--- config.mk ---
export PLATFORM = sky130hd
export DESIGN_NAME = xoodyak_sequencer
export DESIGN_NICKNAME = d
export VERILOG_FILES = /design/src/rtl/xoodyak_pkg.sv /design/src/rtl/xoodyak_mode_check.sv /design/src/rtl/xoodyak_sequencer.sv
export SDC_FILE = /design/constraint.sdc
export NUM_CORES = 1
export LEC_CHECK = 0
export BUFFER_PORTS_ARGS = -buffer_cell sky130_fd_sc_hd__buf_2
export CORE_AREA = 2 2 285 287
export DETAILED_ROUTE_END_ITERATION = 10
export DIE_AREA = 0 0 287 289
export PLACE_DENSITY_LB_ADDON = 0.1
export SETUP_SLACK_MARGIN = 0.5
export SYNTH_ARGS = -nofsm -noshare
export SYNTH_HDL_FRONTEND = slang
export SYNTH_SLANG_ARGS = --single-unit
--- constraint.sdc ---
create_clock -name eph1 -period 2.1 [get_ports eph1]
set_clock_uncertainty 0.1 [all_clocks]
set_input_delay 0.315 -clock eph1 [delete_from_list [all_inputs] [get_ports eph1]]
set_output_delay 0.315 -clock eph1 [all_outputs]
set_load 0.01 [all_outputs]
--- src/rtl/xoodyak_pkg.sv ---
`default_nettype none
// ============================================================================
// Module      : xoodyak_pkg
// Description : Shared definitions for the Xoodyak command sequencer.
//               - Command op-codes.
//               - Cyclist mode and FSM state enums.
//               - Command legality function.
// Revision    : 1.0 - initial release
// ============================================================================
package xoodyak_pkg;

  // Command op-codes (4-bit host encoding)
  localparam logic [3:0] OP_IDLE        = 4'd0;
  localparam logic [3:0] OP_INIT_KEYED  = 4'd1;
  localparam logic [3:0] OP_NONCE       = 4'd2;
  localparam logic [3:0] OP_ABSORB      = 4'd3;
  localparam logic [3:0] OP_ENCRYPT     = 4'd4;
  localparam logic [3:0] OP_DECRYPT     = 4'd5;
  localparam logic [3:0] OP_SQUEEZE     = 4'd6;
  localparam logic [3:0] OP_RATCHET     = 4'd7;
  localparam logic [3:0] OP_SQUEEZE_KEY = 4'd8;
  localparam logic [3:0] OP_INIT_HASH   = 4'd9;

  // Cyclist mode the core is currently in
  typedef enum logic [1:0] {
    MODE_NONE  = 2'd0,
    MODE_HASH  = 2'd1,
    MODE_KEYED = 2'd2
  } mode_e;

  // Sequencer FSM states
  typedef enum logic [1:0] {
    ST_IDLE  = 2'd0,
    ST_ISSUE = 2'd1,
    ST_WAIT  = 2'd2,
    ST_RESP  = 2'd3
  } state_e;

  // Returns 1 when op may be issued given the current mode and whether the
  // most recent completed legal op was a keyed init.
  function automatic logic legal_cmd(input logic [3:0] op,
                                     input mode_e      mode,
                                     input logic       after_init);
    logic ok;
    ok = 1'b0;
    case (op)
      OP_INIT_KEYED, OP_INIT_HASH:                       ok = 1'b1;
      OP_NONCE:                                          ok = after_init;
      OP_ENCRYPT, OP_DECRYPT, OP_RATCHET, OP_SQUEEZE_KEY: ok = (mode == MODE_KEYED);
      OP_ABSORB, OP_SQUEEZE:                             ok = (mode != MODE_NONE);
      default:                                           ok = 1'b0;
    endcase
    return ok;
  endfunction

endpackage
`default_nettype wire

--- src/rtl/xoodyak_mode_check.sv ---
`default_nettype none
// ============================================================================
// Module      : xoodyak_mode_check
// Description : Cyclist mode tracker plus combinational command legality.
//               Mode and after_init only change on an update strobe
//               (successful completion) or an abort (timeout).
// Ports       : clk_i, rst_i   - clock, synchronous active-high reset
//               chk_op_i        - op code to be checked for legality
//               legal_o         - chk_op_i is legal in the current mode
//               upd_i/upd_op_i  - op upd_op_i completed; advance the mode
//               abort_i         - operation aborted; drop back to NONE
// Revision    : 1.0 - initial release
// ============================================================================
module xoodyak_mode_check
  import xoodyak_pkg::*;
(
  input  logic       clk_i,
  input  logic       rst_i,
  input  logic [3:0] chk_op_i,
  output logic       legal_o,
  input  logic       upd_i,
  input  logic [3:0] upd_op_i,
  input  logic       abort_i
);

  mode_e mode_q, mode_d;
  logic  after_init_q, after_init_d;

  always_comb begin
    legal_o = legal_cmd(chk_op_i, mode_q, after_init_q);
  end

  always_comb begin
    mode_d       = mode_q;
    after_init_d = after_init_q;
    if (abort_i) begin
      // A timed-out core is in an unknown state; demand a fresh init.
      mode_d       = MODE_NONE;
      after_init_d = 1'b0;
    end else if (upd_i) begin
      after_init_d = (upd_op_i == OP_INIT_KEYED);
      if (upd_op_i == OP_INIT_KEYED) begin
        mode_d = MODE_KEYED;
      end else if (upd_op_i == OP_INIT_HASH) begin
        mode_d = MODE_HASH;
      end
    end
  end

  always_ff @(posedge clk_i) begin
    if (rst_i) begin
      mode_q       <= MODE_NONE;
      after_init_q <= 1'b0;
    end else begin
      mode_q       <= mode_d;
      after_init_q <= after_init_d;
    end
  end

endmodule
`default_nettype wire

--- src/rtl/xoodyak_sequencer.sv ---
`default_nettype none
// ============================================================================
// Module      : xoodyak_sequencer
// Description : Host command sequencer in front of xoodyak_build.
//               - Checks each command against the Cyclist mode rules.
//               - Holds legal commands on the core pins for HOLD_CYCLES.
//               - Waits (bounded by TIMEOUT) for core_done.
//               - Returns a one-beat response with an error flag.
// Ports       : eph1, reset                       - clock, sync active-high reset
//               cmd_valid/cmd_ready               - host command handshake
//               cmd_op, cmd_cont, cmd_data        - command payload
//               core_opmode, core_data, core_done - xoodyak_build interface
//               resp_valid/resp_ready             - host response handshake
//               resp_err, resp_op                 - response payload
// Revision    : 1.0 - initial release
// ============================================================================
module xoodyak_sequencer
  import xoodyak_pkg::*;
#(
  parameter int HOLD_CYCLES = 4,
  parameter int TIMEOUT     = 64,
  parameter int DW          = 352
) (
  input  logic          eph1,
  input  logic          reset,
  input  logic          cmd_valid,
  output logic          cmd_ready,
  input  logic [3:0]    cmd_op,
  input  logic          cmd_cont,
  input  logic [DW-1:0] cmd_data,
  output logic [4:0]    core_opmode,
  output logic [DW-1:0] core_data,
  input  logic          core_done,
  output logic          resp_valid,
  input  logic          resp_ready,
  output logic          resp_err,
  output logic [3:0]    resp_op
);

  localparam int HCW = $clog2(HOLD_CYCLES) + 1;
  localparam int WCW = $clog2(TIMEOUT) + 1;
  localparam logic [HCW-1:0] HOLD_LAST = HCW'(HOLD_CYCLES - 1);
  localparam logic [WCW-1:0] WAIT_LAST = WCW'(TIMEOUT - 1);

  state_e         state_q, state_d;
  logic [HCW-1:0] hcnt_q, hcnt_d;
  logic [WCW-1:0] wcnt_q, wcnt_d;
  logic           done_seen_q, done_seen_d;
  logic           cmd_ready_q, cmd_ready_d;
  logic [4:0]     opmode_q, opmode_d;
  logic [DW-1:0]  cdata_q, cdata_d;
  logic           resp_valid_q, resp_valid_d;
  logic           resp_err_q, resp_err_d;
  logic [3:0]     resp_op_q, resp_op_d;

  logic cmd_legal;
  logic mode_upd;
  logic mode_abort;

  // resp_op_q is loaded at accept time, so it doubles as the latched op
  // for the mode update on completion.
  xoodyak_mode_check u_mode_check (
    .clk_i    (eph1),
    .rst_i    (reset),
    .chk_op_i (cmd_op),
    .legal_o  (cmd_legal),
    .upd_i    (mode_upd),
    .upd_op_i (resp_op_q),
    .abort_i  (mode_abort)
  );

  always_comb begin
    state_d      = state_q;
    hcnt_d       = hcnt_q;
    wcnt_d       = wcnt_q;
    done_seen_d  = done_seen_q;
    opmode_d     = opmode_q;
    cdata_d      = cdata_q;
    resp_valid_d = resp_valid_q;
    resp_err_d   = resp_err_q;
    resp_op_d    = resp_op_q;
    mode_upd     = 1'b0;
    mode_abort   = 1'b0;

    case (state_q)
      ST_IDLE: begin
        if (cmd_valid && cmd_ready_q) begin
          resp_op_d = cmd_op;
          if (cmd_legal) begin
            state_d     = ST_ISSUE;
            hcnt_d      = '0;
            done_seen_d = 1'b0;
            opmode_d    = {cmd_cont, cmd_op};
            cdata_d     = cmd_data;
          end else begin
            // Illegal: answer immediately, core and mode untouched.
            state_d      = ST_RESP;
            resp_valid_d = 1'b1;
            resp_err_d   = 1'b1;
          end
        end
      end

      ST_ISSUE: begin
        // An early completion is remembered; the hold window still runs out.
        if (core_done) begin
          done_seen_d = 1'b1;
        end
        if (hcnt_q == HOLD_LAST) begin
          opmode_d = '0;
          cdata_d  = '0;
          if (done_seen_q || core_done) begin
            state_d      = ST_RESP;
            resp_valid_d = 1'b1;
            resp_err_d   = 1'b0;
            mode_upd     = 1'b1;
          end else begin
            state_d = ST_WAIT;
            wcnt_d  = '0;
          end
        end else begin
          hcnt_d = hcnt_q + HCW'(1);
        end
      end

      ST_WAIT: begin
        if (core_done) begin
          state_d      = ST_RESP;
          resp_valid_d = 1'b1;
          resp_err_d   = 1'b0;
          mode_upd     = 1'b1;
        end else if (wcnt_q == WAIT_LAST) begin
          state_d      = ST_RESP;
          resp_valid_d = 1'b1;
          resp_err_d   = 1'b1;
          mode_abort   = 1'b1;
        end else begin
          wcnt_d = wcnt_q + WCW'(1);
        end
      end

      ST_RESP: begin
        if (resp_ready) begin
          state_d      = ST_IDLE;
          resp_valid_d = 1'b0;
        end
      end

      default: begin
        state_d = ST_IDLE;
      end
    endcase

    // Registered ready: low through reset, high the cycle after entering IDLE.
    cmd_ready_d = (state_d == ST_IDLE);
  end

  always_ff @(posedge eph1) begin
    if (reset) begin
      state_q      <= ST_IDLE;
      hcnt_q       <= '0;
      wcnt_q       <= '0;
      done_seen_q  <= 1'b0;
      cmd_ready_q  <= 1'b0;
      opmode_q     <= '0;
      cdata_q      <= '0;
      resp_valid_q <= 1'b0;
      resp_err_q   <= 1'b0;
      resp_op_q    <= '0;
    end else begin
      state_q      <= state_d;
      hcnt_q       <= hcnt_d;
      wcnt_q       <= wcnt_d;
      done_seen_q  <= done_seen_d;
      cmd_ready_q  <= cmd_ready_d;
      opmode_q     <= opmode_d;
      cdata_q      <= cdata_d;
      resp_valid_q <= resp_valid_d;
      resp_err_q   <= resp_err_d;
      resp_op_q    <= resp_op_d;
    end
  end

  assign cmd_ready   = cmd_ready_q;
  assign core_opmode = opmode_q;
  assign core_data   = cdata_q;
  assign resp_valid  = resp_valid_q;
  assign resp_err    = resp_err_q;
  assign resp_op     = resp_op_q;

endmodule
`default_nettype wire

* Yosys cells after proc, flatten, opt, wreduce, memory -nomap -nowiden
Index checks and enable logic that the tools add are counted.
W data, S select, Z words.
** Word-level totals
- Output and inout port bits :: 364
- Word-level logic and storage cells :: 115
- Bits of input ports :: 362
- Flip-flop bits (word level) :: 380
** Operators by class
- Add/sub/neg operators :: 2
- Equality and inequality tests :: 29
- Multiplexer cells :: 51
- Reduce and logical (&&, ||, !) cells :: 21
** Operators with widths (number)
- $mux W352 :: 3
- $pmux W352 S2 :: 1
- $mux W7 :: 4
- $ne A2 B2 Y1 const B :: 11
- $mux W1 :: 20
- $eq A4 B3 Y1 const B :: 4
- $mux W2 :: 8
- $mux W5 :: 3
- $pmux W7 S2 :: 1
- $eq A4 B4 Y1 const B :: 3
- $reduce_and A4 Y1 :: 3
- $reduce_and A6 Y1 :: 2
- $pmux W5 S2 :: 1
- $mux W3 :: 3
- $eq A4 B1 Y1 const B :: 2
- $eq A4 B2 Y1 const B :: 2
- $pmux W1 S4 :: 2
- $pmux W2 S4 :: 1
- $reduce_bool A2 Y1 :: 4
- $add A7 B1 Y7 const B :: 1
- $eq A7 B6 Y1 const B :: 1
- $eq A2 B2 Y1 const B :: 3
- $pmux W3 S2 :: 1
- $reduce_or A2 Y1 :: 3
- other kinds (13) :: 16

* Longest topological paths before layout
Gate-level depths: netlist (run 1).
- Depth after elaboration :: 7
- Depth in mapped cells :: 9
- Gate-level depth less buffers :: 8

* By module
A second synthesis (run 1) with hierarchy kept.
** Second synthesis, totals
- Cell total of the unflattened synthesis :: 1353
- Area, all modules :: 13093.8 um^2
** By module, submodules not included
- xoodyak_sequencer :: cells each 1331, sequential area each 7547.2 um^2, instances 1, area each 12897.4 um^2
- xoodyak_mode_check :: cells each 22, sequential area each 60.1 um^2, instances 1, area each 196.4 um^2

* Worst setup path after synthesis (run 1)
No wires, ideal clock.
- Kind :: flip-flop to flip-flop
- From :: register state_q[1]
- To :: register cdata_q[223], in the netlist core_data[223]
- Arrival time :: 2.192 ns
- Slack :: -0.251 ns
- Buffers on the path :: 2
- Required time :: 1.941 ns
- Cell stages (with the launch flop) :: 10
- Library setup time :: 0.059 ns
- Path through :: dfxtp_1 inv_1 ha_1 nand3_1 o21ai_0 o21a_1 o21ai_1 buf_2 buf_1 a22o_1
** Between the ends
- Cells in the longest elaborated chain, start to end :: 3
- Elaborated cells between the ends (all ways) :: 8
** Ends and longest elaborated chain
- from (decl) :: line xoodyak_sequencer.sv:45 : state_e state_q, state_d;
- from (signal assigned) :: line xoodyak_sequencer.sv:171 : state_q <= state_d;
- $eq A2 B1 Y1 / $logic_not A2 Y1 (equally long branches) :: line xoodyak_sequencer.sv:85 : case (state_q)
- $ne A2 B2 Y1 (no line) / $reduce_bool A2 Y1 (equally long branches)
- $reduce_and A4 Y1 (no line)
- to (signal assigned) :: line xoodyak_sequencer.sv:177 : cdata_q <= cdata_d;
- to (decl) :: line xoodyak_sequencer.sv:51 : logic [DW-1:0] cdata_q, cdata_d;
Parallel ways exist; a longest one is shown, timed or not.
A chain may end at the register's enable or synchronous reset.

* Worst setup path in the final report (run 1)
- From :: register u_mode_check.mode_q[0]
- To :: register cdata_q[170], in the netlist core_data[170]
** Between the ends
- Cells in the longest elaborated chain, start to end :: 4
- Elaborated cells between the ends (all ways) :: 5
** Ends and longest elaborated chain
- from (decl) :: line xoodyak_mode_check.sv:26 : mode_e mode_q, mode_d;
- from (signal assigned) :: line xoodyak_mode_check.sv:55 : mode_q <= mode_d;
- $eq A2 B2 Y1 / $reduce_bool A2 Y1 (equally long branches) :: line xoodyak_pkg.sv:49, xoodyak_pkg.sv:50
- $pmux W1 S4 (*) :: line xoodyak_pkg.sv:46 : case (op)
- $ne A2 B2 Y1 (no line) (*)
- $reduce_and A4 Y1 (no line) (*)
Every way passes the cells marked *; elsewhere a longest branch is shown, timed or not.

==> results of run 1 <==
-- Yosys cell counts (all sizes together) --
master	number
dfxtp	380
a22o	357
buf	65
nor2	23
clkbuf	17
nand2	16
o21ai	14
ha	8
inv	8
a21oi	7
nand3	7
mux2i	6
xor2	5
nand2b	4
nand4	3
nor2b	3
nor3	3
o21a	3
a22oi	2
and3	2
nand3b	2
a2111oi	1
a211o	1
a211oi	1
a21bo	1
a31o	1
a31oi	1
and3b	1
mux2	1
nand4b	1
nor4	1
nor4b	1
nor4bb	1
o211ai	1
o21ba	1
o21bai	1
o31ai	1
or2	1
or3	1
-- worst min path at each step --
stage / slack [ns] / depth (start not counted) / to
5_1_grt: 0.05 / 3 / core_opmode[0]$_SDFFE_PP0P_
6_report: 0.07 / 3 / core_opmode[0]$_SDFFE_PP0P_
3_5_place_dp: 0.34 / 2 / hcnt_q[2]$_SDFFE_PP0P_
2_1_floorplan: 0.33 / 2 / hcnt_q[2]$_SDFFE_PP0P_
3_3_place_gp: 0.34 / 2 / hcnt_q[2]$_SDFFE_PP0P_
4_1_cts: 0.01 / 4 / done_seen_q$_SDFFE_PP0P_
-- registers in the layout, indices dropped and copies added, names as in the netlist --
signal	flops
cmd_ready	1
core_data	352
core_opmode	5
done_seen_q	1
hcnt_q	3
resp_err	1
resp_op	4
resp_valid	1
state_q	2
u_mode_check.after_init_q	1
u_mode_check.mode_q	2
wcnt_q	7
-- metal layers --
metal  global-route usage, %  vias to the layer above
li1                        -                     5897
met3                    2.28                       89
met4                    4.30                        2
met1                    13.2                     5765
met5                       0                        -
met2                    22.5                      356
-- through the flow --
| stage | util [%] | hold slack [ns] | TNS [ns] | cell area, um2 | std cells |
|---|---|---|---|---|---|
| floorplan | - | 0.325 | 0 | 12300 | 953 |
| global placement | 21.8 | 0.337 | -50.06 | 17400 | 2722 |
| detailed placement | 21.8 | 0.344 | -47.75 | 17400 | 2722 |
| CTS | 28.4 | 0.0121 | -0.475 | 22700 | 3168 |
| global route | 28.5 | 0.0514 | -15.59 | 22700 | 3169 |
| finish | 28.5 | 0.0658 | -0.146 | 22700 | 3169 |
-- repair_timing --
item,4_1_cts,5_1_grt
hold buffers,358,0
endpoints found under the hold margin,363,0
endpoints found under the setup margin,385,384
pin swaps,20,0
cloned,0,1
gates resized for setup,7,5
-- power groups by stage --
stage | sequential, mW | clock, mW | combinational (mW)
2_1_floorplan | 7.86 | 0 | 1.61
3_3_place_gp | 7.76 | 0 | 3.30
3_5_place_dp | 7.77 | 0 | 3.30
4_1_cts | 7.61 | 8.92 | 3.91
5_1_grt | 7.64 | 9.19 | 4.27
6_report | 7.61 | 8.56 | 3.93
-- area by class of cell --
| cell class | instances | share of cell area [%] |
|---|---|---|
| Timing Repair Buffer | 1150 | 35.5 |
| Clock inverter | 16 | 0.935 |
| Sequential cell | 380 | 33.5 |
| Inverter | 8 | 0.132 |
| Multi-Input combinational cell | 483 | 17.9 |
| Clock buffer | 72 | 6.26 |
| Tap cell | 1060 | 5.83 |
-- worst min-delay path, stage by stage --
cell,delay (ns)
buf_2,0.15
buf_4,0.13
a22o_1,0.11
-- logic make-up (layout without fill, tap and decap cells) --
kind of cell	Yosys count	count (layout)
flip-flops	380	380
XOR/XNOR	5	5
AO/OA/AOI/OAI	393	393
multiplexers	7	7
adder cells (fa/ha/maj)	8	8
buffers and inverters	90	1246
AND/OR/NAND/NOR	70	70
==> flow_metrics.py, run 1 <==
metrics = {
    "synthesis": {
        "synthAdderAreaFrac_pct": 0.835,
        "ys_types": 42,
        "synth-simple-area-share_pct": 2.98,
        "avgSynthCellArea_um2": 12.6,
        "yosys_warnings": 0,
        "syn_nets": 1323,
        "synthTopCellsByArea": "dfxtp_1, a22o_1, buf_2",
        "synth_xor_area_share_pct": 0.365,
        "syn_area_um2": 12000,
        "synthCells": 953,
        "synth-compound-area-share_pct": 28.1,
        "synth_top_area_cell": "dfxtp_1",
        "synth.area.mux_share_pct": 0.595,
        "ys_seq_elements": 380,
        "synth_top_family_by_area": "compound AO/OA/AOI/OAI gates",
        "synth_top_area_share_pct": 63.5,
        "ys_seq_area_share_pct": 63.5,
    },
    "setup_path": {
        "r2r_slack_ns": -0.01,
        "cp.depth": 8,
        "reg2reg_depth": 8,
        "worst_r2r_endpoint": "core_data[170]$_SDFFE_PP0P_",
        "critPathBufInv": 3,
        "slowest_delay_ns": 0.33,
        "crit_path_start": "u_mode_check.mode_q[0]$_SDFFE_PP0P_",
        "criticalPathCategory": "reg -> reg",
        "crit_arrival_ns": 2.47,
        "crit_path_cell_trace": "nand2b_4, mux2_4, a31oi_4, buf_4, o21ai_4, buf_12, buf_16, a22o_1",
        "r2r-start": "u_mode_check.mode_q[0]$_SDFFE_PP0P_",
        "start_kind": "register",
        "cp-endpoint": "core_data[170]$_SDFFE_PP0P_",
        "slowest_stage": "dfxtp_2",
        "required_ns": 2.45,
        "cp_max_fo": 31,
        "worst_setup_path_end_kind": "register",
        "critPathTopFamily": "compound AO/OA/AOI/OAI gates",
    },
    "die": {
        "dieArea_um2": 82900,
        "core_area_um2": 79900,
        "io-pin-count": 726,
        "die_width_um": 287,
        "fp-row-count": 104,
        "die_h_um": 289,
        "initial_core_util_pct": 15.0,
    },
    "power": {
        "irDropWorstVdd_mv": 0.475,
        "power.share.clock_pct": 42.6,
        "comb_power_share_pct": 19.6,
        "p_leak_nw": 10.8,
        "switchingPower_mw": 5.53,
        "p_total_mw": 20.1,
        "p_per_area_nw_per_um2": 884,
        "pwr-share-seq_pct": 37.9,
        "swShare_pct": 27.5,
        "internal-power_mw": 14.6,
    },
    "timing": {
        "setup_viol": 28,
        "worst_slew_pin_slew_ns": 0.601,
        "slew_violations": 0,
        "min_period_ns": 2.11,
        "timing.final.crit_share_pct": 101,
        "max_freq_mhz": 473,
        "max_slew_margin_pct": 59.5,
        "rsz0062_at_grt": "true",
        "fin_ws_ns": -0.0141,
        "final_hold_viol_count": 0,
    },
    "finish": {
        "layout_common_cells": "buf_2, dfxtp_1, dlygate4sd3_1",
        "final_common_cell": "buf_2",
        "register_area_um2": 7620,
        "area_delta_synth_final_pct": 89.8,
        "multi_input_area_um2": 4060,
        "nFillCells": 8540,
        "drive_gt1_share_pct": 42.5,
        "diodes": 0,
        "fin_nets": 2442,
    },
    "drt": {
        "drt_wl_total_um": 53700,
        "drtIter0Drc": 345,
        "wl_per_cell_um": 16.9,
        "dr.pass1.iters": 6,
        "met2WireLength_um": 28500,
        "vias": 12109,
        "drc": 0,
        "top_layer_used": "met5",
        "via_per_inst": 3.82,
        "wl_met1_um": 20900,
        "wl_met3_um": 2720,
        "final_antenna_net_count": 0,
    },
    "run_status": {
        "status": "finished, violations left",
        "violations": "negative setup slack",
    },
    "clock_tree": {
        "postCtsSetupBuffers": 0,
        "root_buffer": "clkbuf_16",
        "cts_tree": "built",
        "clock_sinks": 380,
        "clk_latency_ns": 0.57,
        "clk_pin_slew_ns": 0.06,
        "cts-buffers-inserted": 49,
        "clockBufferDepth": 3,
        "htreeDepth": 2,
    },
    "placed_design": {
        "hpwl_um": 39700,
        "numPortBuffers": 725,
        "place.gp.congestion": 0.784,
        "dp_slack_ns": -0.238,
    },
    "grt": {
        "grt_pass1_wl_um": 77000,
        "grt.total_usage_pct": 11.9,
        "grt-ovfl-total": 0,
        "antenna_found_initial": 1,
        "grt_pass1_vias": 12591,
        "grt_max_degree": 51,
    },
    "min_path": {
        "worstHoldStart": "cmd_op[0]",
        "hold_class": "in -> reg",
    },
    "flow_run": {
        "drv_cap": 0,
    },
}
Power figures use the tool's default switching activity.
==> run 2, diff against run 1 <==
--- a/config.mk
+++ b/config.mk
@@ -6,9 +6,10 @@
 export NUM_CORES = 1
 export LEC_CHECK = 0
 export BUFFER_PORTS_ARGS = -buffer_cell sky130_fd_sc_hd__buf_2
-export CORE_AREA = 2 2 285 287
+export CORE_AREA = 2 2 281 283
 export DETAILED_ROUTE_END_ITERATION = 10
-export DIE_AREA = 0 0 287 289
+export DIE_AREA = 0 0 283 285
+export GPL_ROUTABILITY_DRIVEN = 0
 export PLACE_DENSITY_LB_ADDON = 0.1
 export SETUP_SLACK_MARGIN = 0.5
 export SYNTH_ARGS = -nofsm -noshare
==> constraint.sdc (replaced) <==
create_clock -name eph1 -period 2.6 [get_ports eph1]
set_clock_uncertainty 0.1 [all_clocks]
set_input_delay 0.39 -clock eph1 [delete_from_list [all_inputs] [get_ports eph1]]
set_output_delay 0.39 -clock eph1 [all_outputs]
set_load 0.01 [all_outputs]
==> flow_metrics.py, run 2 (same netlist as run 1, synthesis figures left out) <==
metrics = {
    "run_status": {
        "status": "completed",
    },
    "setup_path": {
        "worst_r2r_endpoint": "core_data[332]$_SDFFE_PP0P_",
        "start_kind": "register",
        "cp_max_fo": 8,
        "cp.depth": 9,
        "critPathMostFrequentCell": "clkbuf_16",
        "critPathTopFamily": "buffers and inverters",
        "crit_arrival_ns": 2.55,
        "slowest_stage": "dfxtp_2",
        "crit_path_cell_trace": "nand2b_4, mux2_4, a31oi_4, nor2b_4, nor4_4, buf_6, clkbuf_16, clkbuf_16, a22o_1",
        "required_ns": 3.02,
        "slowest_delay_ns": 0.32,
        "criticalPathCategory": "reg -> reg",
        "cp-endpoint": "core_data[332]$_SDFFE_PP0P_",
        "reg2reg_depth": 9,
        "critPathBufInv": 3,
        "worst_setup_path_end_kind": "register",
        "r2r-start": "u_mode_check.mode_q[0]$_SDFFE_PP0P_",
        "r2r_slack_ns": 0.47,
        "crit_path_start": "u_mode_check.mode_q[0]$_SDFFE_PP0P_",
    },
    "clock_tree": {
        "cts_tree": "built",
        "clk_latency_ns": 0.58,
        "clk_pin_slew_ns": 0.06,
        "root_buffer": "clkbuf_16",
        "clock_sinks": 380,
        "cts-buffers-inserted": 48,
        "htreeDepth": 2,
        "clockBufferDepth": 3,
    },
    "power": {
        "p_leak_nw": 11.6,
        "switchingPower_mw": 4.97,
        "power.share.clock_pct": 38.4,
        "swShare_pct": 28.5,
        "irDropWorstVdd_mv": 0.416,
        "comb_power_share_pct": 26.3,
        "p_per_area_nw_per_um2": 709,
        "pwr-share-seq_pct": 35.3,
        "internal-power_mw": 12.5,
    },
    "timing": {
        "fin_setup_tns_ns": 0,
        "max_freq_mhz": 469,
        "timing.final.crit_share_pct": 82.0,
        "slew_violations": 0,
        "setup_viol": 0,
        "fin_ws_ns": 0.469,
        "min_period_ns": 2.13,
        "hold-worst-slack_ns": 0.0579,
        "max_slew_margin_pct": 70.4,
        "worst_slew_pin_slew_ns": 0.441,
        "final_hold_viol_count": 0,
        "rsz0062_at_grt": "true",
    },
    "finish": {
        "largest_reg_flops": 352,
        "area_delta_synth_final_pct": 105,
        "nFillCells": 8018,
        "drive_gt1_share_pct": 44.7,
        "layout_common_cells": "buf_2, dfxtp_1, a22o_1, dlygate4sd3_1, clkbuf_16",
        "final_common_cell": "buf_2",
        "fin_area_um2": 24600,
        "final_util_pct": 31.5,
        "fin_nets": 2519,
    },
    "min_path": {
        "hold_class": "in -> reg",
    },
    "die": {
        "initial_core_util_pct": 15.4,
        "dieArea_um2": 80700,
        "fp-row-count": 103,
        "die_h_um": 285,
        "core_area_um2": 78000,
        "die_width_um": 283,
        "io-pin-count": 726,
    },
    "grt": {
        "grt_pass1_vias": 12847,
        "grt_pass1_wl_um": 82900,
        "grt-ovfl-total": 0,
        "antenna_found_initial": 1,
        "grt.total_usage_pct": 13.4,
        "grt_max_degree": 47,
    },
    "drt": {
        "dr.pass1.iters": 7,
        "met2WireLength_um": 30600,
        "top_layer_used": "met4",
        "via_per_inst": 3.96,
        "wl_per_cell_um": 19.6,
        "vias": 12811,
        "drc": 0,
        "drtIter0Drc": 607,
        "drt_wl_total_um": 63300,
        "wl_met3_um": 3310,
        "final_antenna_net_count": 0,
        "wl_met1_um": 27000,
    },
    "placed_design": {
        "place_area_um2": 17100,
        "hpwl_um": 39100,
        "numPortBuffers": 725,
        "dp_slack_ns": 0.155,
    },
    "flow_run": {
        "drv_cap": 0,
    },
}
## run 2: worst min path at each step
stage / from / endpoint / cells after the start / slack (ns)
finish: resp_ready / resp_valid$_SDFFE_PP0P_ / 3 / 0.06
global route: resp_ready / resp_valid$_SDFFE_PP0P_ / 3 / 0.04
CTS: resp_ready / resp_valid$_SDFFE_PP0P_ / 3 / 0.007
detailed placement: hcnt_q[2]$_SDFFE_PP0P_ / hcnt_q[2]$_SDFFE_PP0P_ / 2 / 0.35
global placement: hcnt_q[2]$_SDFFE_PP0P_ / hcnt_q[2]$_SDFFE_PP0P_ / 2 / 0.34
floorplan: hcnt_q[2]$_SDFFE_PP0P_ / hcnt_q[2]$_SDFFE_PP0P_ / 2 / 0.33
## run 2: cell type report
class / instances / area [um2] / share of cell area, %
clock buffer: 70 / 1400 / 5.68
inverter: 8 / 35.0 / 0.143
sequential: 380 / 7620 / 31.0
tap: 1050 / 1310 / 5.34
antenna: 1 / 2.50 / 0.0102
clock inverter: 14 / 156 / 0.636
timing repair buffer: 1228 / 9960 / 40.5
multi-input combinational: 483 / 4100 / 16.7
## run 2: worst reg2reg max path: cells and delay by family, from the launching register on
family                 cells  cell delay (ns)
multiplexers               1             0.28
buffers and inverters      3             0.69
flip-flops                 1             0.32
AO/OA/AOI/OAI              2             0.31
AND/OR/NAND/NOR            3             0.37
## run 2: metal layers
| layer | track usage, % | vias to the layer above |
|---|---|---|
| met2 | 23.1 | 462 |
| met4 | 5.89 | 0 |
| met5 | 0 | - |
| met3 | 3.09 | 120 |
| li1 | - | 6070 |
| met1 | 15.9 | 6159 |
## run 2: timing repair
item	4_1_cts	5_1_grt
gates resized for setup	57	73
endpoints found under the hold margin	355	0
pin swaps	3	107
endpoints found under the setup margin	357	349
buffers inserted	20	10
hold buffers	357	0
cloned	14	55
## run 2: stage by stage
stage	cells	total power, mW
global route	3234	18.2
finish	3234	17.4
global placement	2693	8.73
CTS	3168	16.7
floorplan	953	7.51
detailed placement	2693	8.74
## run 2: power groups by stage
stage	sequential (mW)	clock, mW	combinational (mW)
floorplan	6.33	0	1.18
global placement	6.25	0	2.48
detailed placement	6.25	0	2.49
CTS	6.15	6.96	3.62
global route	6.18	7.14	4.86
finish	6.15	6.70	4.58
